**config.mk**
```make
export PLATFORM = sky130hd
export DESIGN_NAME = mod3_serial_sched_flat
export DESIGN_NICKNAME = d
export VERILOG_FILES = /design/src/rtl/mod3_serial_sched_if.sv /design/src/rtl/mod3_serial_sched.sv /design/src/flat_wrapper.sv
export SDC_FILE = /design/constraint.sdc
export NUM_CORES = 1
export LEC_CHECK = 0
export ABC_AREA = 1
export BUFFER_PORTS_ARGS = -buffer_cell sky130_fd_sc_hd__buf_2
export CAP_MARGIN = 10
export CORE_UTILIZATION = 46
export CTS_CLUSTER_SIZE = 28
export DETAILED_ROUTE_END_ITERATION = 7
export PLACE_DENSITY = 0.73
export SLEW_MARGIN = 20
export SYNTH_ARGS = -nofsm -noshare
export SYNTH_HDL_FRONTEND = slang
export SYNTH_SLANG_ARGS = --single-unit
```
**constraint.sdc**
```tcl
create_clock -name clk -period 1.7 [get_ports clk]
set_input_delay 0.255 -clock clk [delete_from_list [all_inputs] [get_ports clk]]
set_output_delay 0.255 -clock clk [all_outputs]
set_load 0.05 [all_outputs]
```
**src/rtl/mod3_serial_sched_if.sv**
```systemverilog
// mod3_serial_sched_if: request, result and status signals of the divide-by-3 scheduler
interface mod3_serial_sched_if;
  logic       req0_valid;
  logic [7:0] req0_data;
  logic       req0_ready;
  logic       req1_valid;
  logic [7:0] req1_data;
  logic       req1_ready;
  logic       res_valid;
  logic       res_ready;
  logic       res_src;
  logic [7:0] res_quot;
  logic [1:0] res_rem;
  logic       res_div3;
  logic       busy;
  modport master (
    output req0_valid, req0_data, req1_valid, req1_data, res_ready,
    input  req0_ready, req1_ready, res_valid, res_src, res_quot, res_rem, res_div3, busy
  );
  modport slave (
    input  req0_valid, req0_data, req1_valid, req1_data, res_ready,
    output req0_ready, req1_ready, res_valid, res_src, res_quot, res_rem, res_div3, busy
  );
endinterface

```
**src/rtl/mod3_serial_sched.sv**
```systemverilog
// mod3_serial_sched: round-robin scheduler feeding a bit-serial divide-by-3 engine
module mod3_serial_sched (
  input logic clk,
  input logic rst,
  mod3_serial_sched_if.slave bus
);
  localparam logic [1:0] IDLE  = 2'd0;
  localparam logic [1:0] SHIFT = 2'd1;
  localparam logic [1:0] DONE  = 2'd2;
  logic [1:0] state;
  logic [1:0] r;
  logic [1:0] r_eff;
  logic [1:0] r_next;
  logic [7:0] sh;
  logic [7:0] quot;
  logic [2:0] cnt;
  logic [2:0] t;
  logic       last;
  logic       src;
  logic       div3;
  logic       g0;
  logic       g1;
  logic       b;
  logic       q;
  // grant picks the lone requester, or the one not served last on a tie; one remainder step
  always_comb begin
    g0 = bus.req0_valid && (!bus.req1_valid || last);
    g1 = bus.req1_valid && (!bus.req0_valid || !last);
    r_eff = (r == 2'd3) ? 2'd0 : r;
    b = sh[cnt];
    t = {r_eff, b};
    q = t >= 3'd3;
    r_next = q ? 2'(t - 3'd3) : t[1:0];
  end
  assign bus.req0_ready = !rst && state == IDLE && g0;
  assign bus.req1_ready = !rst && state == IDLE && g1;
  assign bus.res_valid  = state == DONE;
  assign bus.busy       = state != IDLE;
  assign bus.res_src    = src;
  assign bus.res_quot   = quot;
  assign bus.res_rem    = r;
  assign bus.res_div3   = div3;
  // control FSM: accept a word, shift it MSB-first through the remainder FSM, hold the result
  always_ff @(posedge clk or posedge rst) begin
    if (rst) begin
      state <= IDLE;
      last  <= 1'b1;
      src   <= 1'b0;
      sh    <= '0;
      quot  <= '0;
      r     <= 2'd0;
      div3  <= 1'b0;
      cnt   <= 3'd0;
    end else if (state == IDLE) begin
      if (g0 || g1) begin
        sh    <= g1 ? bus.req1_data : bus.req0_data;
        src   <= g1;
        last  <= g1;
        r     <= 2'd0;
        quot  <= '0;
        div3  <= 1'b0;
        cnt   <= 3'd7;
        state <= SHIFT;
      end
    end else if (state == SHIFT) begin
      quot  <= {quot[6:0], q};
      r     <= r_next;
      div3  <= r_next == 2'd0;
      cnt   <= cnt - 3'd1;
      state <= (cnt == 3'd0) ? DONE : SHIFT;
    end else if (state == DONE) begin
      state <= bus.res_ready ? IDLE : DONE;
    end else begin
      state <= IDLE;
    end
  end
endmodule

```
**src/flat_wrapper.sv**
```systemverilog
// flat-port wrapper written by rule: the top's interface ports become plain ports
module mod3_serial_sched_flat 
  (clk, rst, bus_req0_valid, bus_req0_data, bus_req1_valid, bus_req1_data, bus_res_ready, bus_req0_ready, bus_req1_ready, bus_res_valid, bus_res_src, bus_res_quot, bus_res_rem, bus_res_div3, bus_busy);
  mod3_serial_sched_if bus_i ();
  input logic clk;
  input logic rst;
  input wire logic [$bits(bus_i.req0_valid)-1:0] bus_req0_valid;
  input wire logic [$bits(bus_i.req0_data)-1:0] bus_req0_data;
  input wire logic [$bits(bus_i.req1_valid)-1:0] bus_req1_valid;
  input wire logic [$bits(bus_i.req1_data)-1:0] bus_req1_data;
  input wire logic [$bits(bus_i.res_ready)-1:0] bus_res_ready;
  output wire logic [$bits(bus_i.req0_ready)-1:0] bus_req0_ready;
  output wire logic [$bits(bus_i.req1_ready)-1:0] bus_req1_ready;
  output wire logic [$bits(bus_i.res_valid)-1:0] bus_res_valid;
  output wire logic [$bits(bus_i.res_src)-1:0] bus_res_src;
  output wire logic [$bits(bus_i.res_quot)-1:0] bus_res_quot;
  output wire logic [$bits(bus_i.res_rem)-1:0] bus_res_rem;
  output wire logic [$bits(bus_i.res_div3)-1:0] bus_res_div3;
  output wire logic [$bits(bus_i.busy)-1:0] bus_busy;
  assign bus_i.req0_valid = bus_req0_valid;
  assign bus_i.req0_data = bus_req0_data;
  assign bus_i.req1_valid = bus_req1_valid;
  assign bus_i.req1_data = bus_req1_data;
  assign bus_i.res_ready = bus_res_ready;
  assign bus_req0_ready = bus_i.req0_ready;
  assign bus_req1_ready = bus_i.req1_ready;
  assign bus_res_valid = bus_i.res_valid;
  assign bus_res_src = bus_i.res_src;
  assign bus_res_quot = bus_i.res_quot;
  assign bus_res_rem = bus_i.res_rem;
  assign bus_res_div3 = bus_i.res_div3;
  assign bus_busy = bus_i.busy;
  mod3_serial_sched u_core (.clk(clk), .rst(rst), .bus(bus_i));
endmodule
```
* Word-level counts from Yosys, hierarchy flattened
Index checks and enable logic that the tools add are counted.
Cells by class: bitwise operators 0, divide/modulo/power cells 0, $add $sub $neg 2, order comparisons 2, muxes and demuxes 23, shifts and indexed selects 0, reductions and logical operators 19, eq/ne operators 4, multiply operators 0
Operators with widths (count):
- $mux 8 | 4
- $mux 2 | 11
- $mux 3 | 3
- $logic_and 1x1->1 | 5
- $eq 2x2->1 const B | 2
- $logic_not 1->1 | 4
- $logic_not 2->1 | 2
- $lt 3x4->1 const B | 1
- $mux 1 | 4
- $reduce_and 2->1 | 2
- $reduce_bool 2->1 | 2
- $bmux 1 s3 | 1
- $ge 3x2->1 const B | 1
- $logic_not 3->1 | 1
- $logic_or 1x1->1 | 3
- $sub 3x1->3 const B | 1
- $eq 2x1->1 const B | 1
- $ne 2x2->1 const B | 1
- $sub 2x2->2 const B | 1
Storage, ports and cells: ROM bits 0, bits in registers 26, output and inout port bits 16, bits in latches 0, logic and storage cells 58, memories kept 0, memory bits (writable) 0

* Longest topological paths before layout
Gate-level depths: netlist of the first run.
depth after elaboration 7, depth in mapped cells 14, mapped depth without buffers 14

* Least setup slack after synthesis of the first run
No wires, ideal clock.
kind register to output, start register u_core.state[1], end output bus_req0_ready, setup slack -0.339 ns, cell stages (with the launch flop) 4, path buffers 0, data arrival time 1.784 ns, required time 1.445 ns, cell sequence dfrtp_1 > nor2_4 > inv_4 > nor3_1
Between the ends: longest elaborated chain between the ends 3
RTL lines:
- start: declaration | line mod3_serial_sched.sv:10 | logic [1:0] state;
- start signal: assignment | line mod3_serial_sched.sv:70 | state <= (cnt == 3'd0) ? DONE : SHIFT;
- start signal: assignment | line mod3_serial_sched.sv:72 | state <= bus.res_ready ? IDLE : DONE;
- $logic_not 2->1 | line mod3_serial_sched.sv:35 | assign bus.req0_ready = !rst && state == IDLE && g0;
- $logic_and 1x1->1 (2 in series) | line mod3_serial_sched.sv:35
- end: declaration | line flat_wrapper.sv:12 | output wire logic [$bits(bus_i.req0_ready)-1:0] bus_req0_ready;
Every way passes these cells.

* Worst setup path in the final report of the first run
start register u_core.cnt[0], end register u_core.div3, in the netlist u_core.bus.res_div3
Between the ends: longest elaborated chain between the ends 7, elaborated cells between the ends (all ways) 8, classes of those cells add/sub (1); order compare (1); mux (5); reduce/logical (1)
RTL lines:
- start: declaration | line mod3_serial_sched.sv:16 | logic [2:0] cnt;
- start signal: assignment | line mod3_serial_sched.sv:69 | cnt <= cnt - 3'd1;
- $bmux 1 s3 * | line mod3_serial_sched.sv:30 | b = sh[cnt];
- $mux 1 (implied by the code) * | line mod3_serial_sched.sv:30
- $ge 3x2->1 or $sub 2x2->2 (tied branches) | line mod3_serial_sched.sv:32, mod3_serial_sched.sv:33
- $mux 2 * | line mod3_serial_sched.sv:33 | r_next = q ? 2'(t - 3'd3) : t[1:0];
- $logic_not 2->1 * | line mod3_serial_sched.sv:68 | div3 <= r_next == 2'd0;
- $mux 1 * | line mod3_serial_sched.sv:65 | end else if (state == SHIFT) begin
- $mux 1 * | line mod3_serial_sched.sv:54 | end else if (state == IDLE) begin
- end signal: assignment | line mod3_serial_sched.sv:52 | div3 <= 1'b0;
- end signal: assignment | line mod3_serial_sched.sv:61 | div3 <= 1'b0;
- end signal: assignment | line mod3_serial_sched.sv:68
- end: declaration | line mod3_serial_sched.sv:20 | logic div3;
Every way passes the cells marked *; elsewhere a longest branch is shown, timed or not. The select of a mux whose other input is x is not followed. A chain may end at the register's enable or synchronous reset.

==> impl_metrics.yaml, run 1 <==
clock_network:
  cts_buffer_depth: 2
  path_clk_slew_ns: 0.14
  cts_root_buf: "clkbuf_4"
  clk_latency_ns: 0.32
  clock_tree.htree_level_count: 1
  cts_sinks: 26
  cts_buffers: 3
  cts_tree: "built"
critical_path:
  cp-end-kind: "flip-flop"
  critPathArrivalTime_ns: 1.97
  critPathKind: "flip-flop to flip-flop"
  crit_required_ns: 1.94
  cp-start-kind: "flip-flop"
  cpPeakStageDelay_ns: 0.48
  cpMaxStageDelayCell: "dfrtp_2"
  critical_path_peak_fanout: 7
  rrSetupSlack_ns: -0.03
  path_cells: "inv_4, nand2_2, nand3_2, nand3_2, nand2_2, inv_2, ha_4, a21oi_4, buf_4, nand3_1, nand3_1, nand2_1"
sta:
  slew_headroom: 0.780
  post-route-period-util: 1.02
  worst_pin_slew_ns: 0.329
  timing.final.ws_setup_ns: -0.0296
  final_max_slew_viol_count: 0
  setup_viol: 1
  fmax_mhz: 578
  rsz0062_at_grt: "yes"
  min_period_ns: 1.73
  hold_violations: 0
  skew_ns: 0.00501
detailed_routing:
  via_per_inst: 4.96
  wl_per_cell_um: 12.3
  drtAntennaViolNets: 0
  vias: 1239
  drcViolationCount: 0
  drt-total-wl_mm: 3.06
  dr.pass1.iters: 5
  drt_iter0_drc: 36
global_route:
  grt_max_degree: 27
  grt_pass1_wl_mm: 4.85
  grt-ovfl-total: 0
  antenna_found_initial: 0
  grt_pass1_vias: 1125
  grt_usage: 0.199
power:
  combPwrFrac: 0.662
  ir_drop_mv: 1.52
  p_int_w: 0.00209
  powerDensity_nw_per_um2: 2340
  sw_frac_of_total: 0.494
  p_switching_w: 0.00204
  p_total_w: 0.00413
  leakagePower_nw: 0.962
  clockPowerShare: 0.066
  seqPwrFrac: 0.272
placed_design:
  dp_hpwl_mm: 1.93
  gp_congestion: 0.786
  io_buffers: 36
logic_synthesis:
  synth_top_cell_by_area: "dfrtp_1"
  syn-instance-count: 160
  yosysWarnings: 0
  synth_cell_types: 22
  ys_ff_latch: 26
  syn_avg_cell_area_um2: 8.22
  syn_area_um2: 1320
  yosysSeqAreaShare: 0.496
  synth_top_area_share: 0.476
  synthesis.nets: 184
  synth.area.top_cells: "dfrtp_1 (48%), nand2_1 (13%), inv_1 (7.1%), nand3_1 (4.9%), a31oi_1 (4.3%)"
final_layout:
  synthToLayoutAreaGrowth_pct: 34.5
  layout-drive-gt1-share: 0.397
  antenna_cells: 0
  final_common_cell: "nand2_1"
  final_core_util: 0.647
  nNetsFinal: 244
  final_cell_mix: "nand2_1 (41), buf_2 (34), dfrtp_1 (24), inv_1 (22), buf_4 (21)"
outcome:
  outcome: "complete, but fails checks"
  failed_checks: "setup timing"
floorplan:
  die_area_um2: 3080
  fp-row-count: 19
  die_x_um: 55.5
  start_util: 0.481
  pin_count: 37
  core_area_um2: 2730
  die_y_um: 55.5
job:
  maxCapViolations: 0
min_path:
  min_path_type: "input port to flip-flop"
flip-flops by register name (all words and copies together) (netlist names):
name,cells
u_core.bus.res_div3,1
u_core.bus.res_quot,8
u_core.state,2
u_core.bus.res_src,1
u_core.cnt,3
u_core.sh,8
u_core.last,1
u_core.bus.res_rem,2
per-stage QoR:
stage	std cells	setup TNS [ns]	setup slack (ns)	instance area (um^2)	hold WS, ns
2_1_floorplan	160	-0.678	-0.339	1320	0.294
3_3_place_gp	233	0	0.0373	1570	0.340
3_5_place_dp	233	-0.101	-0.0655	1570	0.342
4_1_cts	248	0	0.000616	1710	0.102
5_1_grt	250	-0.449	-0.133	1770	0.0800
6_report	250	-0.0296	-0.0296	1770	0.0942
synthesized netlist by cell type:
cell / n
buf_8: 1
nand3_1: 13
a21oi_2: 1
dfrtp_1: 25
nand2_2: 1
a22oi_1: 1
a21oi_1: 1
inv_2: 3
a31oi_1: 9
nand2_1: 45
nor2_4: 3
inv_1: 25
inv_4: 1
nor2_1: 10
nor2_8: 1
o21ai_0: 4
nor3_1: 2
nor2_2: 2
ha_1: 3
clkinv_1: 1
dfstp_2: 1
o22ai_1: 7
routing by layer:
layer  GRT usage  part of all wire  routed length, um
met2       0.348              0.52               1590
met4      0.0929             0.019                 57
met1       0.237              0.43               1310
met5           0                 0                  0
met3      0.0351             0.034                104
cell type report:
type / instances / area (um^2)
repair buffers: 56 / 338
multi-input cells: 103 / 596
inverters: 30 / 118
flip-flops and latches: 26 / 653
fillers: 239 / 965
clock buffers: 4 / 26.3
well taps: 31 / 38.8
cell families after synthesis:
| logic type | after synthesis | synth area share |
|---|---|---|
| compound gates | 23 | 0.108 |
| fa+ha+maj | 3 | 0.0285 |
| buf+inv | 31 | 0.0989 |
| flops | 26 | 0.496 |
| simple gates | 77 | 0.269 |
worst max-delay path, delay by kind of cell (launching register included):
kind	cells	cell delay (ns)
simple gates	7	0.54
flops	1	0.48
buf+inv	3	0.29
fa+ha+maj	1	0.16
compound gates	1	0.16
power by group through the flow:
stage	combinational [W]	sequential [W]	clock, W
2_1_floorplan	0.00116	0.00151	0
3_3_place_gp	0.00205	0.00110	0
3_5_place_dp	0.00211	0.00112	0
4_1_cts	0.00249	0.00111	0.000277
5_1_grt	0.00295	0.00116	0.000306
6_report	0.00273	0.00112	0.000274
final timing paths:
| path | cells after the start | from | to |
|---|---|---|---|
| min in group asynchronous | 4 | rst | u_core.cnt[2]$_DFFE_PP0P_ |
| max in group asynchronous | 4 | rst | u_core.last$_DFFE_PP1P_ |
| setup / recovery | 12 | u_core.cnt[0]$_DFFE_PP0P_ | u_core.bus.res_div3$_DFFE_PP0P_ |
| setup reg to reg | 12 | u_core.cnt[0]$_DFFE_PP0P_ | u_core.bus.res_div3$_DFFE_PP0P_ |
| hold / removal | 2 | bus_res_ready | u_core.state[1]$_DFFE_PP0P_ |
| hold reg to reg | 2 | u_core.bus.res_src$_DFFE_PP0P_ | u_core.bus.res_src$_DFFE_PP0P_ |
repair_timing:
| item | 4_1_cts | 5_1_grt |
|---|---|---|
| resized for setup | 9 | 12 |
| hold endpoints to repair | 25 | 0 |
| endpoints found under the setup margin | 5 | 6 |
| hold buffers | 1 | 0 |
| pin swaps | 4 | 6 |
| buffers inserted | 10 | 2 |
(Power assumes the default switching activity.)
==> run 2: changes to the inputs <==
Settings changed: ABC_AREA 1 to default, CORE_UTILIZATION 46 to 50, PLACE_DENSITY 0.73 to 0.76.
Clock period 1.7 ns to 1.8 ns, I/O delays scaled along.
==> impl_metrics.yaml, run 2 <==
outcome:
  outcome: "complete, but fails checks"
  failed_checks: "hold timing, setup timing"
sta:
  rsz0062_at_grt: "yes"
  slew_headroom: 0.429
  worst_hold_slack_ns: -0.000867
  skew_ns: 0.0114
  min_period_ns: 2.04
  setup_viol: 4
  fmax_mhz: 490
  final_max_slew_viol_count: 0
  timing.final.ws_setup_ns: -0.240
  worst_pin_slew_ns: 0.855
  post-route-period-util: 1.13
  hold_violations: 4
power:
  powerDensity_nw_per_um2: 2020
  leakagePower_nw: 0.799
  ir_drop_mv: 1.12
logic_synthesis:
  yosysWarnings: 0
  synth.area.top_cells: "dfrtp_1 (50%), o21ai_0 (9.2%), nand2_1 (6.6%), mux2i_1 (6.4%), mux4_1 (4.2%)"
  synth_most_common_cell: "dfrtp_1"
  synth_top_area_share: 0.499
  synth_cell_types: 25
  ys_ff_latch: 26
  ys_async_sr_fraction: 1.00
  syn-instance-count: 127
  synthesis.nets: 151
  ys.flop_type: "dfrtp_1"
  yosys-top-cells-count: "dfrtp_1 (25), o21ai_0 (23), nand2_1 (22)"
  synth_top_cell_by_area: "dfrtp_1"
  synth_edf_count: 0
  syn_area_um2: 1250
  yosysSeqAreaShare: 0.519
  syn_avg_cell_area_um2: 9.88
detailed_routing:
  drt-total-wl_mm: 2.63
  drt_iter0_drc: 23
  via_per_inst: 5.52
  drtAntennaViolNets: 0
  wl_per_cell_um: 13.3
  vias: 1088
  dr.pass1.iters: 4
  drcViolationCount: 0
placed_design:
  io_buffers: 36
  dp_hpwl_mm: 1.95
  post-place-ws_ns: -0.222
  gp_congestion: 0.780
  placed_area_um2: 1500
floorplan:
  die_y_um: 52.1
  start_util: 0.546
  die_x_um: 52.1
  pin_count: 37
  core_area_um2: 2300
  die_area_um2: 2710
  fp-row-count: 17
critical_path:
  cp-end-kind: "flip-flop"
  r2r_start: "u_core.cnt[0]$_DFFE_PP0P_"
  cp-start-kind: "flip-flop"
  rrSetupSlack_ns: -0.24
  reg2reg_to: "u_core.bus.res_div3$_DFFE_PP0P_"
  critPathArrivalTime_ns: 2.32
  cpPeakStageDelay_ns: 0.52
  path_cells: "mux4_2, mux2i_2, inv_1, ha_2, a21o_1, a221oi_2, a32o_1"
  cpMaxStageDelayCell: "mux4_2"
  critPathKind: "flip-flop to flip-flop"
  critical_path_peak_fanout: 3
  crit_required_ns: 2.08
  r2r_cells: 7
final_layout:
  final_core_util: 0.684
  final_cell_mix: "buf_2 (35), dfrtp_1 (25), nand2_1 (22), o21ai_0 (22), inv_1 (9)"
  final-seq-area_um2: 652
  finish.instance_area_um2: 1570
  final_common_cell: "buf_2"
  layout-drive-gt1-share: 0.331
  multi_input_comb_area_um2: 556
  fill_cells: 197
  synthToLayoutAreaGrowth_pct: 25.2
  nNetsFinal: 194
  antenna_cells: 0
clock_network:
  cts_buffer_depth: 2
  cts_buffers: 3
  path_clk_slew_ns: 0.15
  postCtsHoldBufs: 0
  clock_tree.htree_level_count: 1
  cts_sinks: 26
  cts_root_buf: "clkbuf_4"
  clk_latency_ns: 0.33
  cts_tree: "built"
global_route:
  antenna_found_initial: 0
  grt_max_degree: 27
  grt-ovfl-total: 0
  grt_usage: 0.228
  grt_pass1_wl_mm: 4.41
  grt_pass1_vias: 1033
min_path:
  min_path_type: "input port to async pin"
job:
  maxCapViolations: 0
[run 2: changes by cell type in the layout (fill, tap and decap cells not counted), sizes merged, moves of 2 or more]
cell   change
a22o       +2
a21oi      +4
o21ai     +19
a31oi      -8
and3       +2
inv       -20
nand2     -24
nor2      -13
o22ai      -7
nor2b      +3
nand3     -11
buf       -12
mux2i      +9
mux4       +2
[run 2: worst max path at each step]
| stage | from | to | slack, ns | cells after the start |
|---|---|---|---|---|
| after global placement | u_core.cnt[0]$_DFFE_PP0P_ | u_core.bus.res_div3$_DFFE_PP0P_ | -0.15 | 7 |
| final | u_core.cnt[0]$_DFFE_PP0P_ | u_core.bus.res_div3$_DFFE_PP0P_ | -0.24 | 7 |
| after detailed placement | u_core.cnt[0]$_DFFE_PP0P_ | u_core.bus.res_div3$_DFFE_PP0P_ | -0.22 | 7 |
| after floorplan | u_core.cnt[0]$_DFFE_PP0P_ | u_core.bus.res_div3$_DFFE_PP0P_ | -0.17 | 7 |
| after CTS | u_core.cnt[0]$_DFFE_PP0P_ | u_core.bus.res_div3$_DFFE_PP0P_ | -0.25 | 7 |
| after global routing | u_core.cnt[0]$_DFFE_PP0P_ | u_core.bus.res_div3$_DFFE_PP0P_ | -0.37 | 7 |
[run 2: cell type report]
| cell class | count | area share |
|---|---|---|
| Clock inverter | 1 | 0.0191 |
| Timing Repair Buffer | 44 | 0.154 |
| Multi-Input combinational cell | 86 | 0.354 |
| Tap cell | 28 | 0.0223 |
| Clock buffer | 3 | 0.0143 |
| Sequential cell | 26 | 0.415 |
| Inverter | 9 | 0.0215 |
[run 2: timing repair]
action                                  4_1_cts  5_1_grt
setup buffers                                 1        1
endpoints found under the setup margin        6        5
pin swaps                                     1        1
resized for setup                             1        1
hold endpoints to repair                      0        0
[run 2: worst max-delay path: cells and delay by family (launching register included)]
family / cells / cell delay [ns]
buffers and inverters: 1 / 0.07
DFF: 1 / 0.43
AOI/OAI and AO/OA: 3 / 0.61
adders and majority gates: 1 / 0.18
muxes: 2 / 0.70
[run 2: cells by family (layout without fill, tap and decap cells)]
family                   count (synthesis)  count (layout)  share of synthesized area
AO/OA/AOI/OAI                           36              36                      0.162
AND/OR/NAND/NOR                         35              35                      0.121
XOR/XNOR                                 1               1                    0.00698
multiplexers                            11              11                      0.117
buffers and inverters                   15              57                     0.0449
flip-flops                              26              26                      0.519
adder cells (fa/ha/maj)                  3               3                     0.0299
[run 2: per-stage QoR]
stage | cells | total power (W) | hold slack (ns) | setup TNS (ns)
2_1_floorplan | 127 | 0.00232 | 0.315 | -0.524
3_3_place_gp | 191 | 0.00268 | 0.371 | -0.371
3_5_place_dp | 191 | 0.00276 | 0.378 | -0.621
4_1_cts | 196 | 0.00318 | 0.00536 | -0.706
5_1_grt | 197 | 0.00342 | 0.0286 | -1.25
6_report | 197 | 0.00318 | -0.000867 | -0.650
[run 2: layer usage]
| layer | track usage | vias up | routed length [um] |
|---|---|---|---|
| met4 | 0.108 | 0 | 42 |
| met1 | 0.271 | 533 | 1080 |
| li1 | - | 519 | - |
| met5 | 0 | - | 0 |
| met3 | 0.0351 | 6 | 100 |
| met2 | 0.400 | 30 | 1410 |
[run 2: report_power, final]
group | total (W) | switching [W] | leakage, nW | internal, W
combinational | 0.00173 | 0.00112 | 0.449 | 0.000618
clock | 0.000402 | 0.000177 | 0.0279 | 0.000225
sequential | 0.00104 | 0.000180 | 0.322 | 0.000861
==> run 3: changes to the inputs <==
==> constraint.sdc (replaced) <==
create_clock -name clk -period 1.91 [get_ports clk]
set_input_delay 0.191 -clock clk [delete_from_list [all_inputs] [get_ports clk]]
set_output_delay 0.191 -clock clk [all_outputs]
set_load 0.05 [all_outputs]
==> impl_metrics.yaml, run 3 (synthesis gave the netlist of run 2 again) <==
outcome:
  outcome: "complete, but fails checks"
  failed_checks: "setup timing"
critical_path:
  crit_required_ns: 2.14
  cp_num_buf_inv: 2
  r2r_cells: 8
  critPathKind: "flip-flop to flip-flop"
  critPathArrivalTime_ns: 2.32
  cpMaxStageDelayCell: "mux4_2"
  cpPeakStageDelay_ns: 0.53
  rrSetupSlack_ns: -0.18
  reg2reg_to: "u_core.bus.res_div3$_DFFE_PP0P_"
  crit_family: "multiplexers"
  critPathCapture: "u_core.bus.res_div3$_DFFE_PP0P_"
  cp.depth: 8
  path_cells: "mux4_2, mux2i_2, inv_1, ha_4, buf_4, a21oi_4, xnor2_2, a32o_1"
  r2r_start: "u_core.cnt[0]$_DFFE_PP0P_"
  cp-start-kind: "flip-flop"
  critical_path_peak_fanout: 3
  cp-end-kind: "flip-flop"
  crit_start: "u_core.cnt[0]$_DFFE_PP0P_"
floorplan:
  pin_count: 37
  die_area_um2: 2710
  die_x_um: 52.1
  core_area_um2: 2300
  die_y_um: 52.1
  fp-row-count: 17
  start_util: 0.546
clock_network:
  cts_sinks: 26
  cts_root_buf: "clkbuf_4"
  clock_tree.htree_level_count: 1
  cts_buffer_depth: 2
  path_clk_slew_ns: 0.14
  cts_tree: "built"
  cts_buffers: 3
  clk_latency_ns: 0.32
power:
  leakagePower_nw: 0.807
  ir_drop_mv: 1.11
  p_total_w: 0.00306
  powerDensity_nw_per_um2: 1920
final_layout:
  synthToLayoutAreaGrowth_pct: 26.9
  fill_cells: 175
  nNetsFinal: 196
  final_common_cell: "buf_2"
  final_cell_mix: "buf_2 (36), dfrtp_1 (25), nand2_1 (22), o21ai_0 (21), inv_1 (9)"
  final_core_util: 0.693
  final_cells: 199
  layout-drive-gt1-share: 0.339
  antenna_cells: 0
detailed_routing:
  drt_iter0_drc: 10
  wl_per_cell_um: 14.1
  via_per_inst: 5.66
  vias: 1126
  dr.pass1.iters: 4
  drcViolationCount: 0
  drt-total-wl_mm: 2.80
  drtAntennaViolNets: 0
placed_design:
  gp_congestion: 0.784
  dp_hpwl_mm: 1.95
  io_buffers: 36
  dp.cells: 190
sta:
  hold_violations: 0
  skew_ns: 0.0143
  min_period_ns: 2.09
  timing.final.ws_setup_ns: -0.182
  post-route-period-util: 1.10
  slew_headroom: 0.449
  worst_pin_slew_ns: 0.825
  setup_viol: 4
  fmax_mhz: 478
  final_max_slew_viol_count: 0
  fin_setup_tns_ns: -0.564
  rsz0062_at_grt: "yes"
min_path:
  min_path_type: "input port to flip-flop"
global_route:
  grt_pass1_wl_mm: 4.49
  grt-ovfl-total: 0
  grt_usage: 0.234
  antenna_found_initial: 0
  grt_pass1_vias: 1033
  grt_max_degree: 27
job:
  maxCapViolations: 0
-- run 3: worst min path at each step --
stage | from | end | slack (ns) | depth (start not counted)
2_1_floorplan | rst | u_core.bus.res_div3$_DFFE_PP0P_ | 0.24 | 1
3_3_place_gp | rst | u_core.bus.res_src$_DFFE_PP0P_ | 0.29 | 3
3_5_place_dp | rst | u_core.bus.res_src$_DFFE_PP0P_ | 0.30 | 3
4_1_cts | bus_req0_valid | u_core.last$_DFFE_PP1P_ | 0.09 | 2
5_1_grt | bus_req0_valid | u_core.last$_DFFE_PP1P_ | 0.08 | 2
6_report | bus_req0_valid | u_core.last$_DFFE_PP1P_ | 0.1 | 2
-- run 3: metrics by stage --
stage,area [um^2],hold slack (ns),worst slack (ns)
after detailed placement,1490,0.298,-0.200
after CTS,1550,0.0888,-0.156
final,1590,0.0951,-0.182
after global placement,1490,0.292,-0.0426
after floorplan,1260,0.236,-0.0578
after global routing,1590,0.0775,-0.284
-- run 3: timing repair --
item / in CTS / in global routing
gates resized for setup: 2 / 5
pin swaps: 0 / 2
buffers inserted: 1 / 3
setup endpoints to repair: 3 / 5
hold buffers: 1 / 0
endpoints found under the hold margin: 25 / 0
-- run 3: cell type report --
cell class / instances / area [um^2] / share of cell area
flip-flops and latches: 26 / 652 / 0.409
multi-input cells: 86 / 584 / 0.367
repair buffers: 46 / 262 / 0.164
well taps: 28 / 35.0 / 0.0220
inverters: 9 / 33.8 / 0.0212
clock buffers: 4 / 26.3 / 0.0165
-- run 3: per-layer routing --
| metal | track usage | wire (um) | vias to the layer above |
|---|---|---|---|
| li1 | - | - | 529 |
| met1 | 0.273 | 1230 | 557 |
| met2 | 0.410 | 1420 | 34 |
| met3 | 0.0351 | 93 | 6 |
| met4 | 0.122 | 64 | 0 |
| met5 | 0 | 0 | - |
-- run 3: where the power goes --
group | switching (W) | internal, W | leakage [nW] | total [W]
logic | 0.00113 | 0.000684 | 0.470 | 0.00181
registers | 0.000195 | 0.000812 | 0.322 | 0.00101
clock network | 0.000161 | 0.0000817 | 0.0150 | 0.000243
